===== src/rtl/cycle_timer.sv =====
// cycle_timer: one-shot delay timer with ready/valid request and expiry handshakes,
// plus a free-running cycle counter that is snapshotted at the expiry edge.
module cycle_timer #(
    parameter int COUNT_WIDTH = 32,
    parameter int CYCLE_WIDTH = 64
) (
    input  logic                   clock,
    input  logic                   clear_n,
    input  logic                   request_valid,
    output logic                   request_ready,
    input  logic [COUNT_WIDTH-1:0] request_cycles,
    input  logic                   cancel,
    output logic                   expired_valid,
    input  logic                   expired_ready,
    output logic [CYCLE_WIDTH-1:0] expired_cycle,
    output logic [CYCLE_WIDTH-1:0] cycle_count,
    output logic                   busy
);

    // state    | meaning
    // IDLE     | waiting for a request; request_ready high once out of reset
    // COUNTING | remaining_q counts down toward the expiry edge
    // EXPIRED  | expiry and snapshot held until acknowledged
    typedef enum logic [1:0] {
        IDLE     = 2'd0,
        COUNTING = 2'd1,
        EXPIRED  = 2'd2
    } state_t;

    state_t                 state_q;
    logic [COUNT_WIDTH-1:0] remaining_q;
    logic [COUNT_WIDTH-1:0] load_d;
    logic [CYCLE_WIDTH-1:0] cycle_q;
    logic [CYCLE_WIDTH-1:0] cycle_d;
    logic [CYCLE_WIDTH-1:0] exp_cycle_q;
    logic                   ready_q;
    logic                   valid_q;
    logic                   busy_q;

    assign cycle_d = cycle_q + CYCLE_WIDTH'(1);
    // A zero-cycle delay behaves as one cycle so expiry always follows acceptance.
    assign load_d  = (request_cycles == '0) ? COUNT_WIDTH'(1) : request_cycles;

    always_ff @(posedge clock) begin
        if (!clear_n) begin
            state_q     <= IDLE;
            remaining_q <= '0;
            cycle_q     <= '0;
            exp_cycle_q <= '0;
            ready_q     <= 1'b0;
            valid_q     <= 1'b0;
            busy_q      <= 1'b0;
        end else begin
            cycle_q <= cycle_d;
            case (state_q)
                IDLE: begin
                    if (request_valid && ready_q) begin
                        remaining_q <= load_d;
                        state_q     <= COUNTING;
                        ready_q     <= 1'b0;
                        busy_q      <= 1'b1;
                    end else begin
                        ready_q <= 1'b1;
                    end
                end
                COUNTING: begin
                    // cancel takes priority even on the terminal-count edge
                    if (cancel) begin
                        remaining_q <= '0;
                        state_q     <= IDLE;
                        ready_q     <= 1'b1;
                        busy_q      <= 1'b0;
                    end else if (remaining_q == COUNT_WIDTH'(1)) begin
                        remaining_q <= '0;
                        state_q     <= EXPIRED;
                        valid_q     <= 1'b1;
                        exp_cycle_q <= cycle_d;
                    end else begin
                        remaining_q <= remaining_q - COUNT_WIDTH'(1);
                    end
                end
                EXPIRED: begin
                    if (expired_ready) begin
                        state_q <= IDLE;
                        valid_q <= 1'b0;
                        ready_q <= 1'b1;
                        busy_q  <= 1'b0;
                    end
                end
                default: begin
                    state_q     <= IDLE;
                    remaining_q <= '0;
                    valid_q     <= 1'b0;
                    ready_q     <= 1'b0;
                    busy_q      <= 1'b0;
                end
            endcase
        end
    end

    assign request_ready = ready_q;
    assign expired_valid = valid_q;
    assign expired_cycle = exp_cycle_q;
    assign cycle_count   = cycle_q;
    assign busy          = busy_q;

endmodule

===== config.mk =====
export PLATFORM = sky130hd
export DESIGN_NAME = cycle_timer
export DESIGN_NICKNAME = d
export VERILOG_FILES = /design/src/rtl/cycle_timer.sv
export SDC_FILE = /design/constraint.sdc
export NUM_CORES = 1
export LEC_CHECK = 0
export ABC_AREA = 1
export ABC_CLOCK_PERIOD_IN_PS = 2000
export BUFFER_PORTS_ARGS = -buffer_cell sky130_fd_sc_hd__buf_4
export CAP_MARGIN = 25
export CORE_MARGIN = 4
export CORE_UTILIZATION = 56
export CTS_CLUSTER_DIAMETER = 30
export DETAILED_ROUTE_END_ITERATION = 10
export GPL_TIMING_DRIVEN = 0
export PLACE_DENSITY = 0.77
export SLEW_MARGIN = 20
export SYNTH_ARGS = -nofsm -noshare
export SYNTH_HDL_FRONTEND = slang
export SYNTH_SLANG_ARGS = --single-unit
export TNS_END_PERCENT = 1

===== constraint.sdc =====
create_clock -name clock -period 2 [get_ports clock]
set_input_delay 0.1 -clock clock [delete_from_list [all_inputs] [get_ports clock]]
set_output_delay 0.1 -clock clock [all_outputs]
set_load 0.01 [all_outputs]

==> results of run 1 <==
where the power goes:
part	switching, uW	internal (uW)
registers	386	3590
logic	3470	1720
clock network	1600	1680
total	5460	6990
metal layers:
metal	vias to the layer above	routed length, microns	GRT usage (%)
met5	-	0	0
met3	75	3040	7.00
met1	4583	13600	46.8
met4	0	1110	10.7
li1	4682	-	-
met2	512	14300	53.7
flip-flops by register name, indices dropped and copies added, names as in the netlist:
register,flops
busy,1
cycle_count,64
expired_valid,1
request_ready,1
remaining_q,32
expired_cycle,64
state_q,2
cells in the final DEF, fill, tap and decap left out, drive strengths merged, types with 38 or more instances in the layout:
cell type / count
inv: 188
nand2: 301
o21ai: 67
buf: 196
clkbuf: 38
xor2: 43
dfxtp: 165
a21oi: 91
nor2: 261
nand3: 77
synth_stat cells (2+ instances only):
| cell type | instances |
|---|---|
| inv_2 | 9 |
| o22ai_1 | 8 |
| nor3_1 | 30 |
| buf_1 | 2 |
| buf_6 | 7 |
| nor3_2 | 4 |
| buf_2 | 8 |
| a211oi_2 | 3 |
| nor2_1 | 240 |
| nand4_1 | 31 |
| ha_1 | 7 |
| o21bai_1 | 9 |
| nand3_1 | 73 |
| and2_1 | 4 |
| o21ai_1 | 45 |
| a21oi_2 | 2 |
| nand2_1 | 297 |
| clkbuf_1 | 20 |
| nand2_2 | 2 |
| nor2_2 | 14 |
| o211ai_2 | 2 |
| inv_1 | 170 |
| nand3b_1 | 2 |
| buf_4 | 4 |
| nand2_4 | 2 |
| o21ai_0 | 20 |
| a21oi_1 | 89 |
| nand3_2 | 3 |
| nor2_4 | 6 |
| xor2_1 | 43 |
| o21ai_2 | 2 |
| nand4_2 | 2 |
| xnor2_1 | 16 |
| dfxtp_1 | 165 |
| a31oi_1 | 2 |
logic make-up after synthesis:
| family | Yosys count |
|---|---|
| adders and majority gates | 7 |
| buffers and inverters | 222 |
| xor gates and xnor gates | 59 |
| DFF | 165 |
| AOI/OAI and AO/OA | 183 |
| and+or+nand+nor | 715 |
stage by stage:
stage / power [uW] / setup TNS (ps) / cells / instance area (sq um) / setup WS, ps
4_1_cts: 12100 / 0 / 1761 / 11200 / 12.0
5_1_grt: 13200 / -566 / 1769 / 11400 / -146
3_3_place_gp: 8650 / -12900 / 1729 / 10500 / -405
3_5_place_dp: 8750 / -15060 / 1729 / 10500 / -414
2_1_floorplan: 7530 / 0 / 1351 / 8960 / 181
6_report: 12500 / -52.5 / 1769 / 11400 / -52.5
repair_timing:
item                                    in CTS  in global routing
pin swaps                                    0                  5
endpoints found under the setup margin      82                115
gates cloned                                 0                  1
setup buffers                                0                  7
gates resized for setup                     27                 73
cell type report:
class,instances,area share (%)
Multi-Input combinational cell,964,43.6
Clock buffer,18,3.75
Timing Repair Buffer,174,11.4
Sequential cell,165,29.0
Clock inverter,14,1.38
Buffer,42,2.48
Tap cell,211,2.31
Inverter,180,6.03
Timing Repair inverter,1,0.0437
worst reg2reg max path: cells and delay by family (launching register included):
family	cells	cell delay [ps]
AO/OA/AOI/OAI	3	570
adder cells (fa/ha/maj)	1	210
buffers and inverters	1	240
flip-flops	1	380
AND/OR/NAND/NOR	4	540
how the worst max path moves through the flow:
| stage | from | endpoint | cells past startpoint |
|---|---|---|---|
| final | remaining_q[0]$_SDFFE_PN0P_ | state_q[0]$_SDFFE_PN0P_ | 9 |
| after global routing | remaining_q[1]$_SDFFE_PN0P_ | state_q[0]$_SDFFE_PN0P_ | 10 |
| after CTS | cycle_count[7]$_SDFF_PN0_ | expired_cycle[57]$_SDFFE_PN0P_ | 11 |
| after detailed placement | cycle_count[0]$_SDFF_PN0_ | expired_cycle[54]$_SDFFE_PN0P_ | 10 |
| after global placement | cycle_count[0]$_SDFF_PN0_ | expired_cycle[54]$_SDFFE_PN0P_ | 10 |
| after floorplan | cycle_count[0]$_SDFF_PN0_ | expired_cycle[54]$_SDFFE_PN0P_ | 10 |
==> impl_metrics.tcl, run 1 <==
set metrics [dict create \
    status "complete, but fails checks" \
    violations "negative setup slack" \
    slowest_stage "dfxtp_1" \
    synth_cell_type_count 43 \
    slew_violations 0 \
    whs_ps 9.62 \
    p_leak_uw 0.00497 \
    worst_hold_path.endpoint "remaining_q[17]$_SDFFE_PN0P_" \
    setup_viol 1 \
    slowest_delay_ps 380 \
    cp.required_ps 2330 \
    fmax_mhz 487 \
    hpwlAfterDp_microns 24300 \
    cp_top_family "compound AO/OA/AOI/OAI gates" \
    reg2reg_slack_ps -50 \
    synth_compound_area_share_pct 11.2 \
    crit_chain "ha_1 -> nand2_1 -> nor2_1 -> nand3_2 -> o21ai_2 -> buf_4 -> nand3b_1 -> o21ai_0 -> a21oi_1" \
    globalplace.congestion 1.03 \
    nets 1589 \
    crit_path_end_kind "flop" \
    area_growth_syn_to_layout_pct 27.8 \
    syn-cell-area_sq_mm 0.00896 \
    numClockSinks 165 \
    cts_tree "yes" \
    relSlewSlack_pct 40.9 \
    r2r_end "state_q[0]$_SDFFE_PN0P_" \
    critPathBufInv 1 \
    overflow 0 \
    coreArea_sq_mm 0.0154 \
    cts_root_buf "clkbuf_16" \
    start_kind "flop" \
    critPathKind "flop to flop" \
    synthSimpleGateAreaFrac_pct 34.8 \
    max-cap-violations 0 \
    grt_max_degree 19 \
    rows 45 \
    async_flop_share_pct 0 \
    holdCritPathClass "input port to flop" \
    period_share_pct 103 \
    drt-pass1-iter-count 5 \
    antenna_found_initial 0 \
    yosys.area_share.adder_pct 0.978 \
    vias 9852 \
    die_x_microns 134 \
    portBuffers 167 \
    drive_above_1_share_pct 22.2 \
    multi_input_area_sq_mm 0.00499 \
    syn-num-nets 1395 \
    pwr_density_cell_mw_per_mm2 1090 \
    rr_worst_depth 9 \
    min_path_cells 5 \
    grt_pass1_vias 8912 \
    r2r-start "remaining_q[0]$_SDFFE_PN0P_" \
    worstMarginPinSlew_ps 887 \
    netlist_instances 1351 \
    die_y_microns 134 \
    grt_usage_pct 33.9 \
    avgViaCountPerCell 5.57 \
    yosys.area.top_type "dfxtp_1" \
    finClkSkew_ps 7.20 \
    seq_area_sq_mm 0.00332 \
    hp-start "request_cycles[17]" \
    drc 0 \
    yosys_most_used_dff "dfxtp_1" \
    die-area_sq_mm 0.0181 \
    start_util_pct 58.1 \
    wire_per_inst_microns 18.1 \
    synthTopCellsByArea "dfxtp_1, nand2_1, nor2_1" \
    cts-buffers-inserted 17 \
    period_minus_slack_ps 2050 \
    antenna-diode-count 0 \
    path_clk_slew_ps 70 \
    synth_edf_count 0 \
    ant_nets 0 \
    hold_violations 0 \
    ys_seq_area_share_pct 36.9 \
    syn-mean-instance-area_sq_um 6.63 \
    synthXorXnorAreaFrac_pct 5.77 \
    yosysWarnings 0 \
    ios 168 \
    layout_setup_ws_ps -52.5 \
    ir_drop_mv 0.734 \
    drt_wl_total_microns 32100 \
    rsz0062_at_grt "true" \
    drt_iter0_drc 866 \
    synth_seq_cells 165 \
    synth_top_family_by_area "simple AND/OR/NAND/NOR gates" \
    arrival_ps 2380 \
    grt_pass1_wl_microns 47900 \
    cts_hold_buf 0 \
    clk_path_buf_depth 2 \
    crit_fanout 10 \
    worstSkewPairLatency_ps 440 \
    finish.utilization_pct 74.2 \
    synthMuxAreaShare_pct 0 \
    htree_num_levels 4 \
    n_fill_cell 1264 \
    synth_top_area_share_pct 36.9 \
]
(Power assumes the default switching activity.)
==> run 2, diff against run 1 <==
CORE_ASPECT_RATIO = 1.4   (was default)
==> run 2 against run 1 <==
Against the previous run: the flow now finishes without violations; sequential share of layout area shrank 0.18 points; clock power is 10% higher; register-to-register slack better by 70 ps; power increased by 6.6%; core utilization down 0.55 points.
==> impl_metrics.tcl, run 2 (synthesis results as in run 1) <==
set metrics [dict create \
    grt_pass1_vias 9346 \
    worstSkewPairLatency_ps 440 \
    htree_num_levels 4 \
    min_path_cells 5 \
    relSlewSlack_pct 48.0 \
    die-area_sq_mm 0.0181 \
    slew_violations 0 \
    hold_violations 0 \
    max-cap-violations 0 \
    cp_top_family "buffers and inverters" \
    vias 9647 \
    final_cell_area_sq_mm 0.0115 \
    worst_path_most_repeated_cell "clkbuf_4" \
    area_growth_syn_to_layout_pct 28.8 \
    path_depth 10 \
    portBuffers 167 \
    drt_wl_total_microns 33000 \
    avgViaCountPerCell 5.52 \
    rr_worst_depth 10 \
    final_cell_mix "nand2_1, nor2_1, buf_4" \
    grt_pass1_wl_microns 49100 \
    p_int_uw 7570 \
    worstMarginPinSlew_ps 781 \
    critPathBufInv 5 \
    period_share_pct 99.0 \
    p_leak_uw 0.00497 \
    drc 0 \
    period_minus_slack_ps 1980 \
    antenna_found_initial 0 \
    finClkSkew_ps 9.64 \
    ant_nets 0 \
    crit_path_end_kind "flop" \
    crit_fanout 10 \
    ios 168 \
    final_common_cell "nand2_1" \
    overflow 0 \
    pwr_density_cell_mw_per_mm2 1150 \
    setup_viol 0 \
    crit_chain "inv_1 -> ha_1 -> clkbuf_4 -> inv_6 -> a21oi_4 -> nor2_4 -> inv_2 -> clkbuf_4 -> nand2_1 -> a21oi_1" \
    cts-buffers-inserted 17 \
    holdCritPathClass "input port to flop" \
    hpwlAfterDp_microns 25600 \
    dpl_cell_area_sq_mm 0.0105 \
    cp.required_ps 2300 \
    rows 54 \
    slowest_stage "dfxtp_1" \
    drive_above_1_share_pct 22.3 \
    rsz0062_at_grt "true" \
    critPathKind "flop to flop" \
    clk_path_buf_depth 2 \
    numClockSinks 165 \
    swShare_pct 43.0 \
    tns_ps 0 \
    nets 1585 \
    status "finished, final reports clean" \
    die_y_microns 158 \
    arrival_ps 2280 \
    cts_root_buf "clkbuf_16" \
    path_clk_slew_ps 70 \
    power_frac_seq_pct 30.1 \
    die_x_microns 115 \
    start_util_pct 57.2 \
    combPwrFrac_pct 42.6 \
    wire_per_inst_microns 18.9 \
    start_kind "flop" \
    grt_max_degree 17 \
    antenna-diode-count 0 \
    pwr-share-clk_pct 27.3 \
    drt_iter0_drc 736 \
    globalplace.congestion 1.05 \
    coreArea_sq_mm 0.0157 \
    cts_tree "yes" \
    finish.utilization_pct 73.6 \
    ir_drop_mv 1.26 \
    power_switching_uw 5710 \
    fmax_mhz 505 \
    grt_usage_pct 35.4 \
    slowest_delay_ps 370 \
    drt-pass1-iter-count 5 \
]
==> run 2: cell count changes in the layout (fill, tap and decap cells not counted), sizes merged <==
cell,delta
buf,-6
inv,-4
clkbuf,+3
bufinv,+4
clkinvlp,+3
clkinv,-5
==> run 2: power by group through the flow <==
stage                     Combinational [uW]  Sequential [uW]  Clock (uW)
after global placement                  4900             4000           0
final                                   5650             4000        3620
after CTS                               5110             3950        3610
after detailed placement                4970             4010           0
after global routing                    6160             4040        3780
after floorplan                         3590             3940           0
==> run 2: final cells by class <==
type	instances	area, sq um
repair buffers	170	1280
multi-input cells	964	5070
repair inverters	1	8.76
plain buffers	42	288
fillers	1303	4130
clock buffers	19	443
well taps	196	245
flip-flops and latches	165	3330
inverters	180	693
clock inverters	12	194
==> run 2: stage by stage <==
step           power (uW)  hold WS, ps  worst slack [ps]  std cells
2_1_floorplan        7530          313               181       1351
3_3_place_gp         8910          435              -436       1714
3_5_place_dp         8970          444              -478       1714
4_1_cts             12700         13.6             -32.9       1745
5_1_grt             14000         42.2             -74.3       1749
6_report            13300         17.4              19.9       1749
==> run 2: path summary, 6_finish.rpt <==
| check | from | end | slack [ps] |
|---|---|---|---|
| max | state_q[0]$_SDFFE_PN0P_ | remaining_q[10]$_SDFFE_PN0P_ | 20 |
| min | request_cycles[19] | remaining_q[19]$_SDFFE_PN0P_ | 20 |
| max reg2reg | state_q[0]$_SDFFE_PN0P_ | remaining_q[10]$_SDFFE_PN0P_ | 20 |
| min reg2reg | expired_valid$_SDFFE_PN0P_ | expired_valid$_SDFFE_PN0P_ | 460 |
==> run 2: worst min-delay path: cells and delay by family <==
family	cells	cell delay, ps
simple gates	3	150
buf+inv	1	110
compound gates	1	50
==> run 2: timing repair <==
item / 4_1_cts / 5_1_grt
hold buffers: 0 / 0
gates cloned: 0 / 1
gates resized for setup: 37 / 86
buffers inserted: 0 / 3
pin swaps: 0 / 7
setup endpoints to repair: 114 / 112
==> run 2: routing by layer <==
metal	part of all wire [%]	wire, microns	GRT usage, %	up-vias
li1	-	-	-	4662
met1	35	11500	35.9	4447
met2	53	17400	67.0	401
met3	5.2	1720	6.12	137
met4	7.1	2360	20.3	0
met5	0	0	0	-
